$ cat src/rtl/axi4_lite_queued_master_if.sv
// axi4_lite_queued_master_if: AXI4-Lite bus bundle between the queued master and its slave
interface axi4_lite_queued_master_if #(
  parameter int ADDR_WIDTH = 32,
  parameter int DATA_WIDTH = 32
);
  logic [ADDR_WIDTH-1:0]   M_AXI_AWADDR;
  logic [2:0]              M_AXI_AWPROT;
  logic                    M_AXI_AWVALID;
  logic                    M_AXI_AWREADY;
  logic [DATA_WIDTH-1:0]   M_AXI_WDATA;
  logic [DATA_WIDTH/8-1:0] M_AXI_WSTRB;
  logic                    M_AXI_WVALID;
  logic                    M_AXI_WREADY;
  logic [1:0]              M_AXI_BRESP;
  logic                    M_AXI_BVALID;
  logic                    M_AXI_BREADY;
  logic [ADDR_WIDTH-1:0]   M_AXI_ARADDR;
  logic [2:0]              M_AXI_ARPROT;
  logic                    M_AXI_ARVALID;
  logic                    M_AXI_ARREADY;
  logic [DATA_WIDTH-1:0]   M_AXI_RDATA;
  logic [1:0]              M_AXI_RRESP;
  logic                    M_AXI_RVALID;
  logic                    M_AXI_RREADY;
  modport master (
    output M_AXI_AWADDR, M_AXI_AWPROT, M_AXI_AWVALID, input M_AXI_AWREADY,
    output M_AXI_WDATA, M_AXI_WSTRB, M_AXI_WVALID, input M_AXI_WREADY,
    input M_AXI_BRESP, M_AXI_BVALID, output M_AXI_BREADY,
    output M_AXI_ARADDR, M_AXI_ARPROT, M_AXI_ARVALID, input M_AXI_ARREADY,
    input M_AXI_RDATA, M_AXI_RRESP, M_AXI_RVALID, output M_AXI_RREADY
  );
  modport slave (
    input M_AXI_AWADDR, M_AXI_AWPROT, M_AXI_AWVALID, output M_AXI_AWREADY,
    input M_AXI_WDATA, M_AXI_WSTRB, M_AXI_WVALID, output M_AXI_WREADY,
    output M_AXI_BRESP, M_AXI_BVALID, input M_AXI_BREADY,
    input M_AXI_ARADDR, M_AXI_ARPROT, M_AXI_ARVALID, output M_AXI_ARREADY,
    output M_AXI_RDATA, M_AXI_RRESP, M_AXI_RVALID, input M_AXI_RREADY
  );
endinterface

$ cat src/rtl/axi4_lite_queued_master.sv
// axi4_lite_queued_master: in-order AXI4-Lite master fed by a command FIFO, one transaction at a time
module axi4_lite_queued_master #(
  parameter int ADDR_WIDTH  = 32,
  parameter int DATA_WIDTH  = 32,
  parameter int CMD_DEPTH   = 4,
  parameter int TIMEOUT_VAL = 255
) (
  input  logic                    M_AXI_ACLK,
  input  logic                    M_AXI_ARESET,
  input  logic                    cmd_valid,
  output logic                    cmd_ready,
  input  logic                    cmd_write,
  input  logic [ADDR_WIDTH-1:0]   cmd_addr,
  input  logic [DATA_WIDTH-1:0]   cmd_wdata,
  input  logic [DATA_WIDTH/8-1:0] cmd_wstrb,
  output logic                    rsp_valid,
  input  logic                    rsp_ready,
  output logic                    rsp_write,
  output logic [DATA_WIDTH-1:0]   rsp_rdata,
  output logic [1:0]              rsp_resp,
  output logic                    rsp_timeout,
  axi4_lite_queued_master_if.master m_axi
);
  localparam int SW = DATA_WIDTH / 8;
  localparam int PW = $clog2(CMD_DEPTH);
  localparam int OW = PW + 1;
  localparam int CW = (TIMEOUT_VAL < 2) ? 1 : $clog2(TIMEOUT_VAL + 1);
  localparam logic [CW-1:0] TMAX = CW'(TIMEOUT_VAL);
  typedef struct packed {
    logic                  write;
    logic [ADDR_WIDTH-1:0] addr;
    logic [DATA_WIDTH-1:0] wdata;
    logic [SW-1:0]         wstrb;
  } cmd_t;
  typedef enum logic [1:0] {IDLE, ADDR, RESP, HOLD} state_t;
  cmd_t                  mem_q [CMD_DEPTH];
  cmd_t                  cur_q, cur_d;
  state_t                state_q, state_d;
  logic [PW-1:0]         wr_q, rd_q;
  logic [OW-1:0]         occ_q;
  logic                  live_q, push, pop, expired, tmo;
  logic                  aw_q, aw_d, w_q, w_d, ar_q, ar_d, b_q, b_d, r_q, r_d;
  logic                  rv_q, rv_d, to_q, to_d;
  logic [DATA_WIDTH-1:0] rdata_q, rdata_d;
  logic [1:0]            resp_q, resp_d;
  logic [CW-1:0]         tcnt_q, tcnt_d;
  // live_q holds cmd_ready low until the first edge after reset release
  assign cmd_ready = live_q && (occ_q != OW'(CMD_DEPTH));
  assign push      = cmd_valid && cmd_ready;
  assign expired   = (TIMEOUT_VAL != 0) && (tcnt_q == TMAX);
  always_ff @(posedge M_AXI_ACLK)
    if (push) mem_q[wr_q] <= {cmd_write, cmd_addr, cmd_wdata, cmd_wstrb};
  always_ff @(posedge M_AXI_ACLK or posedge M_AXI_ARESET) begin
    if (M_AXI_ARESET) begin
      wr_q   <= '0;
      rd_q   <= '0;
      occ_q  <= '0;
      live_q <= 1'b0;
    end else begin
      wr_q   <= wr_q + PW'(push);
      rd_q   <= rd_q + PW'(pop);
      occ_q  <= occ_q + OW'(push) - OW'(pop);
      live_q <= 1'b1;
    end
  end
  always_comb begin
    state_d = state_q;
    cur_d   = cur_q;
    aw_d    = aw_q;
    w_d     = w_q;
    ar_d    = ar_q;
    b_d     = b_q;
    r_d     = r_q;
    rv_d    = rv_q;
    to_d    = to_q;
    rdata_d = rdata_q;
    resp_d  = resp_q;
    tcnt_d  = (tcnt_q == TMAX) ? tcnt_q : tcnt_q + CW'(1);
    pop     = 1'b0;
    tmo     = 1'b0;
    case (state_q)
      IDLE: if (occ_q != '0) begin
        pop     = 1'b1;
        cur_d   = mem_q[rd_q];
        aw_d    = mem_q[rd_q].write;
        w_d     = mem_q[rd_q].write;
        ar_d    = !mem_q[rd_q].write;
        tcnt_d  = '0;
        state_d = ADDR;
      end
      ADDR: if (!(aw_q || w_q || ar_q)) begin
        b_d     = cur_q.write;
        r_d     = !cur_q.write;
        tcnt_d  = '0;
        state_d = RESP;
      end else begin
        aw_d = aw_q && !m_axi.M_AXI_AWREADY;
        w_d  = w_q && !m_axi.M_AXI_WREADY;
        ar_d = ar_q && !m_axi.M_AXI_ARREADY;
        tmo  = expired && ({aw_d, w_d, ar_d} == {aw_q, w_q, ar_q});
      end
      RESP: if ((b_q && m_axi.M_AXI_BVALID) || (r_q && m_axi.M_AXI_RVALID)) begin
        b_d     = 1'b0;
        r_d     = 1'b0;
        rv_d    = 1'b1;
        to_d    = 1'b0;
        resp_d  = cur_q.write ? m_axi.M_AXI_BRESP : m_axi.M_AXI_RRESP;
        rdata_d = cur_q.write ? '0 : m_axi.M_AXI_RDATA;
        state_d = HOLD;
      end else tmo = expired;
      default: if (rsp_ready) begin
        rv_d    = 1'b0;
        state_d = IDLE;
      end
    endcase
    if (tmo) begin
      {aw_d, w_d, ar_d, b_d, r_d} = '0;
      rv_d    = 1'b1;
      to_d    = 1'b1;
      resp_d  = 2'b10;
      rdata_d = '0;
      state_d = HOLD;
    end
  end
  always_ff @(posedge M_AXI_ACLK or posedge M_AXI_ARESET) begin
    if (M_AXI_ARESET) begin
      state_q <= IDLE;
      cur_q   <= '0;
      {aw_q, w_q, ar_q, b_q, r_q, rv_q, to_q} <= '0;
      rdata_q <= '0;
      resp_q  <= '0;
      tcnt_q  <= '0;
    end else begin
      state_q <= state_d;
      cur_q   <= cur_d;
      {aw_q, w_q, ar_q, b_q, r_q, rv_q, to_q} <= {aw_d, w_d, ar_d, b_d, r_d, rv_d, to_d};
      rdata_q <= rdata_d;
      resp_q  <= resp_d;
      tcnt_q  <= tcnt_d;
    end
  end
  assign m_axi.M_AXI_AWADDR  = cur_q.addr;
  assign m_axi.M_AXI_AWPROT  = 3'b000;
  assign m_axi.M_AXI_AWVALID = aw_q;
  assign m_axi.M_AXI_WDATA   = cur_q.wdata;
  assign m_axi.M_AXI_WSTRB   = cur_q.wstrb;
  assign m_axi.M_AXI_WVALID  = w_q;
  assign m_axi.M_AXI_BREADY  = b_q;
  assign m_axi.M_AXI_ARADDR  = cur_q.addr;
  assign m_axi.M_AXI_ARPROT  = 3'b000;
  assign m_axi.M_AXI_ARVALID = ar_q;
  assign m_axi.M_AXI_RREADY  = r_q;
  assign rsp_valid   = rv_q;
  assign rsp_write   = cur_q.write;
  assign rsp_rdata   = rdata_q;
  assign rsp_resp    = resp_q;
  assign rsp_timeout = to_q;
endmodule

$ cat src/flat_wrapper.sv
// flat-port wrapper written by rule: the top's interface ports become plain ports
module axi4_lite_queued_master_flat 
#(
  parameter int ADDR_WIDTH  = 32,
  parameter int DATA_WIDTH  = 32,
  parameter int CMD_DEPTH   = 4,
  parameter int TIMEOUT_VAL = 255
)
  (M_AXI_ACLK, M_AXI_ARESET, cmd_valid, cmd_ready, cmd_write, cmd_addr, cmd_wdata, cmd_wstrb, rsp_valid, rsp_ready, rsp_write, rsp_rdata, rsp_resp, rsp_timeout, m_axi_M_AXI_AWADDR, m_axi_M_AXI_AWPROT, m_axi_M_AXI_AWVALID, m_axi_M_AXI_AWREADY, m_axi_M_AXI_WDATA, m_axi_M_AXI_WSTRB, m_axi_M_AXI_WVALID, m_axi_M_AXI_WREADY, m_axi_M_AXI_BRESP, m_axi_M_AXI_BVALID, m_axi_M_AXI_BREADY, m_axi_M_AXI_ARADDR, m_axi_M_AXI_ARPROT, m_axi_M_AXI_ARVALID, m_axi_M_AXI_ARREADY, m_axi_M_AXI_RDATA, m_axi_M_AXI_RRESP, m_axi_M_AXI_RVALID, m_axi_M_AXI_RREADY);
  axi4_lite_queued_master_if #(.ADDR_WIDTH(ADDR_WIDTH), .DATA_WIDTH(DATA_WIDTH)) m_axi_i ();
  input  logic M_AXI_ACLK;
  input  logic M_AXI_ARESET;
  input  logic cmd_valid;
  output logic cmd_ready;
  input  logic cmd_write;
  input  logic [ADDR_WIDTH-1:0] cmd_addr;
  input  logic [DATA_WIDTH-1:0] cmd_wdata;
  input  logic [DATA_WIDTH/8-1:0] cmd_wstrb;
  output logic rsp_valid;
  input  logic rsp_ready;
  output logic rsp_write;
  output logic [DATA_WIDTH-1:0] rsp_rdata;
  output logic [1:0] rsp_resp;
  output logic rsp_timeout;
  output wire logic [$bits(m_axi_i.M_AXI_AWADDR)-1:0] m_axi_M_AXI_AWADDR;
  output wire logic [$bits(m_axi_i.M_AXI_AWPROT)-1:0] m_axi_M_AXI_AWPROT;
  output wire logic [$bits(m_axi_i.M_AXI_AWVALID)-1:0] m_axi_M_AXI_AWVALID;
  input wire logic [$bits(m_axi_i.M_AXI_AWREADY)-1:0] m_axi_M_AXI_AWREADY;
  output wire logic [$bits(m_axi_i.M_AXI_WDATA)-1:0] m_axi_M_AXI_WDATA;
  output wire logic [$bits(m_axi_i.M_AXI_WSTRB)-1:0] m_axi_M_AXI_WSTRB;
  output wire logic [$bits(m_axi_i.M_AXI_WVALID)-1:0] m_axi_M_AXI_WVALID;
  input wire logic [$bits(m_axi_i.M_AXI_WREADY)-1:0] m_axi_M_AXI_WREADY;
  input wire logic [$bits(m_axi_i.M_AXI_BRESP)-1:0] m_axi_M_AXI_BRESP;
  input wire logic [$bits(m_axi_i.M_AXI_BVALID)-1:0] m_axi_M_AXI_BVALID;
  output wire logic [$bits(m_axi_i.M_AXI_BREADY)-1:0] m_axi_M_AXI_BREADY;
  output wire logic [$bits(m_axi_i.M_AXI_ARADDR)-1:0] m_axi_M_AXI_ARADDR;
  output wire logic [$bits(m_axi_i.M_AXI_ARPROT)-1:0] m_axi_M_AXI_ARPROT;
  output wire logic [$bits(m_axi_i.M_AXI_ARVALID)-1:0] m_axi_M_AXI_ARVALID;
  input wire logic [$bits(m_axi_i.M_AXI_ARREADY)-1:0] m_axi_M_AXI_ARREADY;
  input wire logic [$bits(m_axi_i.M_AXI_RDATA)-1:0] m_axi_M_AXI_RDATA;
  input wire logic [$bits(m_axi_i.M_AXI_RRESP)-1:0] m_axi_M_AXI_RRESP;
  input wire logic [$bits(m_axi_i.M_AXI_RVALID)-1:0] m_axi_M_AXI_RVALID;
  output wire logic [$bits(m_axi_i.M_AXI_RREADY)-1:0] m_axi_M_AXI_RREADY;
  assign m_axi_M_AXI_AWADDR = m_axi_i.M_AXI_AWADDR;
  assign m_axi_M_AXI_AWPROT = m_axi_i.M_AXI_AWPROT;
  assign m_axi_M_AXI_AWVALID = m_axi_i.M_AXI_AWVALID;
  assign m_axi_i.M_AXI_AWREADY = m_axi_M_AXI_AWREADY;
  assign m_axi_M_AXI_WDATA = m_axi_i.M_AXI_WDATA;
  assign m_axi_M_AXI_WSTRB = m_axi_i.M_AXI_WSTRB;
  assign m_axi_M_AXI_WVALID = m_axi_i.M_AXI_WVALID;
  assign m_axi_i.M_AXI_WREADY = m_axi_M_AXI_WREADY;
  assign m_axi_i.M_AXI_BRESP = m_axi_M_AXI_BRESP;
  assign m_axi_i.M_AXI_BVALID = m_axi_M_AXI_BVALID;
  assign m_axi_M_AXI_BREADY = m_axi_i.M_AXI_BREADY;
  assign m_axi_M_AXI_ARADDR = m_axi_i.M_AXI_ARADDR;
  assign m_axi_M_AXI_ARPROT = m_axi_i.M_AXI_ARPROT;
  assign m_axi_M_AXI_ARVALID = m_axi_i.M_AXI_ARVALID;
  assign m_axi_i.M_AXI_ARREADY = m_axi_M_AXI_ARREADY;
  assign m_axi_i.M_AXI_RDATA = m_axi_M_AXI_RDATA;
  assign m_axi_i.M_AXI_RRESP = m_axi_M_AXI_RRESP;
  assign m_axi_i.M_AXI_RVALID = m_axi_M_AXI_RVALID;
  assign m_axi_M_AXI_RREADY = m_axi_i.M_AXI_RREADY;
  axi4_lite_queued_master #(.ADDR_WIDTH(ADDR_WIDTH), .DATA_WIDTH(DATA_WIDTH), .CMD_DEPTH(CMD_DEPTH), .TIMEOUT_VAL(TIMEOUT_VAL)) u_core (.M_AXI_ACLK(M_AXI_ACLK), .M_AXI_ARESET(M_AXI_ARESET), .cmd_valid(cmd_valid), .cmd_ready(cmd_ready), .cmd_write(cmd_write), .cmd_addr(cmd_addr), .cmd_wdata(cmd_wdata), .cmd_wstrb(cmd_wstrb), .rsp_valid(rsp_valid), .rsp_ready(rsp_ready), .rsp_write(rsp_write), .rsp_rdata(rsp_rdata), .rsp_resp(rsp_resp), .rsp_timeout(rsp_timeout), .m_axi(m_axi_i));
endmodule
$ cat config.mk
export PLATFORM = sky130hd
export DESIGN_NAME = axi4_lite_queued_master_flat
export DESIGN_NICKNAME = d
export VERILOG_FILES = /design/src/rtl/axi4_lite_queued_master_if.sv /design/src/rtl/axi4_lite_queued_master.sv /design/src/flat_wrapper.sv
export SDC_FILE = /design/constraint.sdc
export NUM_CORES = 1
export LEC_CHECK = 0
export ABC_CLOCK_PERIOD_IN_PS = 6300
export CORE_MARGIN = 2
export CORE_UTILIZATION = 35
export DETAILED_ROUTE_END_ITERATION = 8
export DONT_BUFFER_PORTS = 1
export GPL_TIMING_DRIVEN = 0
export PLACE_DENSITY = 0.5
export SYNTH_ARGS = -nofsm -noshare
export SYNTH_HDL_FRONTEND = slang
export SYNTH_SLANG_ARGS = --single-unit
$ cat constraint.sdc
create_clock -name M_AXI_ACLK -period 6.3 [get_ports M_AXI_ACLK]
set_clock_uncertainty 0.1 [all_clocks]
set_input_delay 0.63 -clock M_AXI_ACLK [delete_from_list [all_inputs] [get_ports M_AXI_ACLK]]
set_output_delay 0.63 -clock M_AXI_ACLK [all_outputs]
set_load 0.05 [all_outputs]
## Yosys cells after proc, flatten, opt, wreduce, memory -nomap -nowiden

Memory sizes are Yosys's and may differ from the RTL's.
Index checks and enable logic that the tools add are counted.

| storage, ports and cells | value |
|---|---|
| bits in registers | 128 |
| bits in writable memories | 276 |
| bits of input ports | 114 |
| output and inout bits | 149 |
| logic and storage cells | 115 |
| memories kept | 1 |

| operators by class | value |
|---|---|
| $add $sub $neg | 5 |
| equal/unequal tests | 10 |
| muxes and demuxes | 49 |
| reductions and logical operators | 31 |

Memories:

| name | depth | width | read ports | clocked after memory_dff | wr ports | RTL line | source |
|---|---|---|---|---|---|---|---|
| u_core.mem_q | 4 | 69 | 1 | 0 | 1 | axi4_lite_queued_master.sv:36 | `cmd_t mem_q [CMD_DEPTH];` |

Operators with widths:

| cell | number |
|---|---|
| $mux W32 | 4 |
| $mux W1 | 24 |
| $mux W8 | 3 |
| $mux W2 | 9 |
| $pmux W8 S2 | 1 |
| $pmux W1 S2 | 7 |
| $reduce_bool A3 Y1 | 4 |
| $ne A3 B1 Y1 const B | 3 |
| $reduce_and A3 Y1 | 3 |
| $add A8 B1 Y8 const B | 1 |
| $eq A8 B8 Y1 const B | 1 |
| $logic_and A1 B1 Y1 | 8 |
| $pmux W2 S3 | 1 |
| $logic_not A1 Y1 | 5 |
| $reduce_bool A5 Y1 | 1 |
| $add A2 B1 Y2 | 2 |
| $reduce_and A2 Y1 | 2 |
| $reduce_and A4 Y1 | 1 |
| $reduce_bool A2 Y1 | 2 |
| $add A3 B1 Y3 | 1 |
| $eq A3 B3 Y1 | 1 |
| $logic_or A1 B1 Y1 | 3 |
| $ne A3 B2 Y1 const B | 1 |
| $ne A3 B3 Y1 const B | 1 |
| 6 further kinds | 6 |

## Logic depth before layout (Yosys ltp)

Gate-level depths: netlist of run 1.

| logic depth | value |
|---|---|
| depth after elaboration | 8 |
| depth in mapped cells | 12 |

## Least setup slack after synthesis of run 1

OpenSTA, ideal clock, no wires.

| timing path | value |
|---|---|
| path kind | flip-flop to flip-flop |
| start point | reg u_core.occ_q[2] |
| end point | mem u_core.mem_q[2][0] (netlist name) (enable) |
| library setup time | 595 ps |
| arrival time | 6,178 ps |
| data required time | 5,605 ps |
| slack | -573 ps |
| cell stages (with the launch flop) | 5 |
| path buffers | 0 |
| period minus slack after synthesis | 6,873 ps |
| path through | dfrtp_1 -> inv_1 -> o31a_1 -> nand2_1 -> nor3b_1 |

| between the ends | value |
|---|---|
| word-level cells in the longest chain between the ends | 5 |

RTL lines:

| what | RTL line | source |
|---|---|---|
| from (decl) | axi4_lite_queued_master.sv:40 | `logic [OW-1:0] occ_q;` |
| from (signal assigned) | axi4_lite_queued_master.sv:62 | `occ_q <= occ_q + OW'(push) - OW'(pop);` |
| $ne A3 B3 Y1 | axi4_lite_queued_master.sv:48 | `assign cmd_ready = live_q && (occ_q != OW'(CMD_DEPTH));` |
| $logic_and A1 B1 Y1 | axi4_lite_queued_master.sv:48 |  |
| via cmd_ready | flat_wrapper.sv:14 | `output logic cmd_ready;` |
| $logic_and A1 B1 Y1 | axi4_lite_queued_master.sv:49 | `assign push = cmd_valid && cmd_ready;` |
| $mux W1 | axi4_lite_queued_master.sv:52 | `if (push) mem_q[wr_q] <= {cmd_write, cmd_addr, cmd_wdata, cmd_wstrb};` |
| $mux W1 (implied by the code) | axi4_lite_queued_master.sv:52 |  |
| to (decl) | axi4_lite_queued_master.sv:36 |  |

The timed path passes the listed nets, and every way through them passes these cells.

## Worst setup path after layout of run 1

| timing path | value |
|---|---|
| start point | reg u_core.occ_q[2] |
| end point | mem u_core.mem_q[1][19] (netlist name) (enable) |

The elaborated chain is that of the path after synthesis.

==> results of run 1 <==
==> per-layer routing <==
| metal | GRT usage | part of all wire | vias to the layer above |
|---|---|---|---|
| met4 | 0.0499 | 0.021 | 6 |
| met3 | 0.0528 | 0.079 | 54 |
| met2 | 0.245 | 0.49 | 230 |
| li1 | - | - | 3371 |
| met1 | 0.188 | 0.41 | 3886 |
| met5 | 0 | 0.0011 | - |
==> where the power goes <==
group          internal (W)  switching [W]
Clock               0.00146        0.00106
Combinational       0.00127        0.00148
Sequential          0.00340        0.00155
Total               0.00613        0.00409
==> layout by cell type (no fill, tap or decap), types with 7 or more instances in the layout <==
cell,n
nand2_1,38
mux4_2,69
dlygate4sd3_1,33
mux2_2,69
buf_2,22
ha_1,9
inv_1,13
clkbuf_16,46
nor2_1,12
dfrtp_1,128
clkbuf_1,35
edfxtp_1,276
nand3b_1,33
a21oi_1,39
buf_8,7
buf_4,38
buf_16,11
conb_1,7
==> final cells by class <==
class | instances | area share
antenna | 3 | 0.000404
buffer | 80 | 0.0278
clock buffer | 69 | 0.0687
clock inverter | 15 | 0.00888
inverter | 14 | 0.00323
multi-input combinational | 334 | 0.194
sequential | 404 | 0.618
tap | 592 | 0.0398
timing repair buffer | 50 | 0.0392
==> worst max-delay path by stage <==
stage | startpoint | endpoint | cells past startpoint | slack (ns)
after global routing | u_core.state_q[0]$_DFFE_PP0P_ | u_core.occ_q[2]$_DFF_PP0_ | 12 | 2.85
after floorplan | u_core.occ_q[2]$_DFF_PP0_ | u_core.mem_q[1][0]$_DFFE_PP_ | 6 | 1.49
after detailed placement | u_core.occ_q[2]$_DFF_PP0_ | u_core.mem_q[1][14]$_DFFE_PP_ | 8 | 2.97
final | u_core.occ_q[2]$_DFF_PP0_ | u_core.mem_q[1][19]$_DFFE_PP_ | 8 | 3.07
after global placement | u_core.occ_q[2]$_DFF_PP0_ | u_core.mem_q[1][14]$_DFFE_PP_ | 6 | -1.95
after CTS | u_core.occ_q[2]$_DFF_PP0_ | u_core.mem_q[1][22]$_DFFE_PP_ | 8 | 2.96
==> metrics by stage <==
step	hold slack, ns	utilization	std cells	setup WS, ns
after global placement	0.398	0.371	1424	-1.95
after floorplan	0.388	-	832	1.49
after detailed placement	0.405	0.381	1441	2.97
final	0.0452	0.421	1561	3.07
after CTS	0.00214	0.421	1558	2.96
after global routing	0.0122	0.421	1559	2.85
==> flip-flops by register name (all words and copies together) (netlist names), 2 cells and up <==
| name | count |
|---|---|
| u_core.rd_q | 2 |
| u_core.rsp_rdata | 32 |
| u_core.tcnt_q | 8 |
| u_core.mem_q | 276 |
| u_core.m_axi.M_AXI_WSTRB | 4 |
| u_core.occ_q | 3 |
| u_core.wr_q | 2 |
| u_core.m_axi.M_AXI_ARADDR | 32 |
| u_core.rsp_resp | 2 |
| u_core.state_q | 2 |
| u_core.m_axi.M_AXI_WDATA | 32 |
==> worst max-delay path, cell delays in order, from the launching register on <==
cell and delay (ns):
dfrtp_1 0.39, inv_1 0.09, o31a_1 0.59, nand2_1 0.30, inv_1 0.20, nand2_1 0.11
nor2_4 0.69, buf_16 0.24, buf_12 0.20
==> kinds of logic after synthesis <==
logic type | synth area share
AO/OA/AOI/OAI | 0.0244
XOR/XNOR | 0.00393
adder cells (fa/ha/maj) | 0.00849
buffers and inverters | 0.0365
flip-flops | 0.736
multiplexers | 0.153
other | 0.000481
AND/OR/NAND/NOR | 0.0372
==> reports/metrics.csv, run 1 <==
metric,value,unit
status,"complete, no violations",
postPlaceCellArea,0.0168,mm^2
min_path_cells,0,
synthTopCellsByArea,"edfxtp_1, dfrtp_1, mux4_2",
crit_arrival,3.42,ns
cp_max_fo,22,
synth.top_cell.area_share,0.531,
numCtsBuffers,45,
path_class,reg2reg,
die_w,215,um
ff2ff_path_depth,8,
r2r-start,u_core.occ_q[2]$_DFF_PP0_,
drv_cap,0,
gp_congestion,0.815,
syn_area,0.0156,mm^2
tightest_slew,0.884,ns
clockRootBuffer,clkbuf_16,
syn_area_per_cell,18.9,um^2
port_buffers,0,
rsz0062_at_grt,false,
finalCriticalPeriod,3.23,ns
clk_latency,0.59,ns
synth_cell_types,49,
worstPathRequired,6.49,ns
post-synth-top-count-cell,edfxtp_1,
dp_hpwl,22200,um
start_kind,flip-flop,
grt_pass1_vias,8112,
cts_hold_buf,33,
p_per_area,550,mW/mm^2
grt_remaining_overflow,0,
ios,263,
cts_max_path_buffers,3,
max_slew_margin,0.409,
final-seq-area,0.0115,mm^2
min_period_over_period,0.512,
wl,34200,um
vias_per_cell,4.83,
wl_per_cell,21.9,um
drc,0,
post_cts_buffers,0,
netlist_instances,827,
grt_max_degree,67,
die_h,215,um
cts_tree,done,
area_growth,19.1,%
endpoint_kind,flip-flop,
whs_endpoint,u_core.mem_q[3][1]$_DFFE_PP_,
ir_drop,0.325,mV
fp-row-count,77,
layout-drive-gt1-share,0.299,
synthArstFlopShare,0.317,
timing.rr.end,u_core.mem_q[1][19]$_DFFE_PP_,
ys_warn_count,0,
synth-main-ff-cell,edfxtp_1,
fin_total_pwr,0.0102,W
cts_sinks,404,
synth-edff-count,276,
fin_area,0.0186,mm^2
antenna_found_initial,5,
hold_viol,0,
ys_ff_latch,404,
min-delay-start,cmd_wstrb[1],
maxSlewViolCount,0,
ys_top_cells_by_count,"edfxtp_1, dfrtp_1, mux2_2, mux4_2, a21oi_1",
final_antenna_net_count,0,
num-fill-cells,3985,
core,0.0441,mm^2
cts_resized,0,
layout.nets,1053,
clkTransAtPathRegs,0.06,ns
tns,0,ns
setup_viol,0,
dr.pass1.iters,4,
initialDrtViolationCount,458,
multi_input_area,0.00361,mm^2
via_count,7547,
fmax,0.310,GHz
die_area,0.0463,mm^2
hp-class,in2reg,
yosys.area.top_type,edfxtp_1,
grt_pass1_wl,52400,um
grt_usage,0.151,
start_util,0.354,
p_leak,6.67,nW
ys_seq_area_frac,0.736,
htreeDepth,2,
reg2reg_slack,3.07,ns
No activity file was read; power rests on OpenSTA's default activity.
==> run 2, diff against run 1 <==
Settings changed: ABC_CLOCK_PERIOD_IN_PS 6300 to 3000, PLACE_DENSITY 0.5 to 0.48.
Clock period 6.3 ns to 3 ns, I/O delays scaled along.
==> run 2 against run 1 <==
  * Utilization grew 2.2 points
  * Sequential share of layout area decreased by 3.1 points
  * First-iteration DRC count fell by 1.5%
  * Critical path depth rose by 3
  * Sequential power up 110%
  * Setup slack got worse by 2.9 ns
  * Global-route usage is 0.26 points higher
==> reports/metrics.csv, run 2 (synthesis results as in run 1) <==
metric,value,unit,change
layout.nets,1133,,+7.6%
hp-class,in2async,,
wl,34800,um,+1.7%
via_count,7918,,+4.9%
clk_latency,0.59,ns,about the same
final_antenna_net_count,0,,unchanged
path_class,reg2reg,,
setup_viol,0,,unchanged
tightest_slew,0.843,ns,-0.0412 ns
largest_reg_flops,276,,unchanged
min_period_over_period,0.929,,+0.417
vias_per_cell,4.82,,-0.32%
start_kind,flip-flop,,
finalHoldWorstSlack,0.0765,ns,+0.0313 ns
numCtsBuffers,46,,+2.2%
stdcell_count,1643,,+5.3%
dp_hpwl,22900,um,+2.9%
hold_viol,0,,unchanged
port_buffers,0,,unchanged
endpoint_kind,flip-flop,,
clockRootBuffer,clkbuf_16,,
num-fill-cells,3896,,-2.2%
fp-row-count,77,,unchanged
grt_pass1_wl,54100,um,+3.2%
fin_area,0.0196,mm^2,+5.3%
dr.pass1.iters,7,,+3
cp_slowest_cell,fa_1,,
final-seq-area,0.0115,mm^2,unchanged
max_slew_margin,0.438,,+0.0283
gp_congestion,0.831,,+2.0%
initialDrtViolationCount,451,,-1.5%
htreeDepth,2,,unchanged
die_area,0.0463,mm^2,unchanged
core,0.0441,mm^2,unchanged
status,"complete, no violations",,
cts_tree,done,,
grt_remaining_overflow,0,,unchanged
start_util,0.354,,unchanged
ir_drop,0.523,mV,+61%
worstPathRequired,3.39,ns,-3.10 ns
layout-drive-gt1-share,0.290,,-0.00882
drv_cap,0,,unchanged
p_per_area,1130,mW/mm^2,+110%
slowest_delay,0.42,ns,-0.27 ns
multi_input_area,0.00362,mm^2,+0.45%
rsz0062_at_grt,false,,
ios,263,,unchanged
place_inst,1443,,+0.14%
drc,0,,unchanged
postPlaceCellArea,0.0168,mm^2,+0.21%
clkTransAtPathRegs,0.06,ns,about the same
cp_cell_sequence,inv_1 > ha_1 > o31ai_1 > buf_6 > inv_1 > ha_1 > inv_1 > ha_1 > fa_1 > xnor2_1 > xnor2_1,,
p_leak,7.12,nW,+6.7%
finalCriticalPeriod,2.79,ns,-0.441 ns
fmax,0.359,GHz,+16%
die_w,215,um,unchanged
final_cell_mix,"edfxtp_1, dfrtp_1, dlygate4sd3_1",,
grt_max_degree,39,,-42%
grt_pass1_vias,8786,,+8.3%
antenna_found_initial,6,,+1
cp_max_fo,19,,-14%
top_register,u_core.mem_q,,
die_h,215,um,unchanged
crit_arrival,3.17,ns,-0.25 ns
area_growth,25.4,%,
layout_commonest_cell,edfxtp_1,,
maxSlewViolCount,0,,unchanged
cts_sinks,404,,unchanged
wl_per_cell,21.2,um,-3.4%
grt_usage,0.153,,+0.00265
cts_max_path_buffers,3,,unchanged
## run 2: final timing paths
check	from	to	slack (ns)	depth (start not counted)
max	u_core.state_q[0]$_DFFE_PP0P_	u_core.occ_q[2]$_DFF_PP0_	0.21	11
min	M_AXI_ARESET	u_core.m_axi.M_AXI_ARADDR[27]$_DFFE_PP0P_	0.08	2
max reg2reg	u_core.state_q[0]$_DFFE_PP0P_	u_core.occ_q[2]$_DFF_PP0_	0.21	11
min reg2reg	u_core.rd_q[0]$_DFF_PP0_	u_core.rd_q[0]$_DFF_PP0_	0.41	1
max in group asynchronous	M_AXI_ARESET	u_core.m_axi.M_AXI_ARADDR[5]$_DFFE_PP0P_	1.75	5
min in group M_AXI_ACLK	m_axi_M_AXI_RVALID	u_core.rsp_rdata[30]$_DFFE_PP0P_	0.19	5
## run 2: layout make-up
type / instances / area share
diodes: 4 / 0.000511
plain buffers: 79 / 0.0264
clock buffers: 59 / 0.0633
clock inverters: 27 / 0.0190
inverters: 14 / 0.00287
multi-input cells: 334 / 0.185
flip-flops and latches: 404 / 0.587
well taps: 592 / 0.0378
repair buffers: 130 / 0.0782
## run 2: repair_timing
item | CTS | global route
hold buffers | 111 | 0
gates resized for setup | 1 | 1
endpoints found under the hold margin | 393 | 0
setup buffers | 0 | 0
endpoints found under the setup margin | 2 | 1
## run 2: layer usage
layer,vias up,GRT usage,share of wire
met4,4,0.0545,0.028
met1,4083,0.189,0.41
met2,227,0.255,0.49
li1,3540,-,-
met5,-,0,0.00052
met3,64,0.0481,0.072
## run 2: per-stage QoR
stage	util	setup WS, ns	power, W	TNS [ns]
3_5_place_dp	0.382	-0.336	0.0164	-0.418
2_1_floorplan	-	-0.104	0.0149	-7.15
6_report	0.444	0.213	0.0222	0
5_1_grt	0.444	0.0126	0.0233	0
3_3_place_gp	0.372	-2.03	0.0163	-352.89
4_1_cts	0.444	0.104	0.0226	0
## run 2: critical path: cells and delay by family, from the launching register on
kind,cells,cell delay (ns)
flip-flops,1,0.39
buffers and inverters,4,0.59
AO/OA/AOI/OAI,1,0.14
XOR/XNOR,2,0.32
adder cells (fa/ha/maj),4,1.17
## run 2: power by group
part	switching [W]	total, W	internal, W
sequential	0.00326	0.0104	0.00715
combinational	0.00315	0.00590	0.00275
clock	0.00228	0.00591	0.00363
total	0.00868	0.0222	0.0135
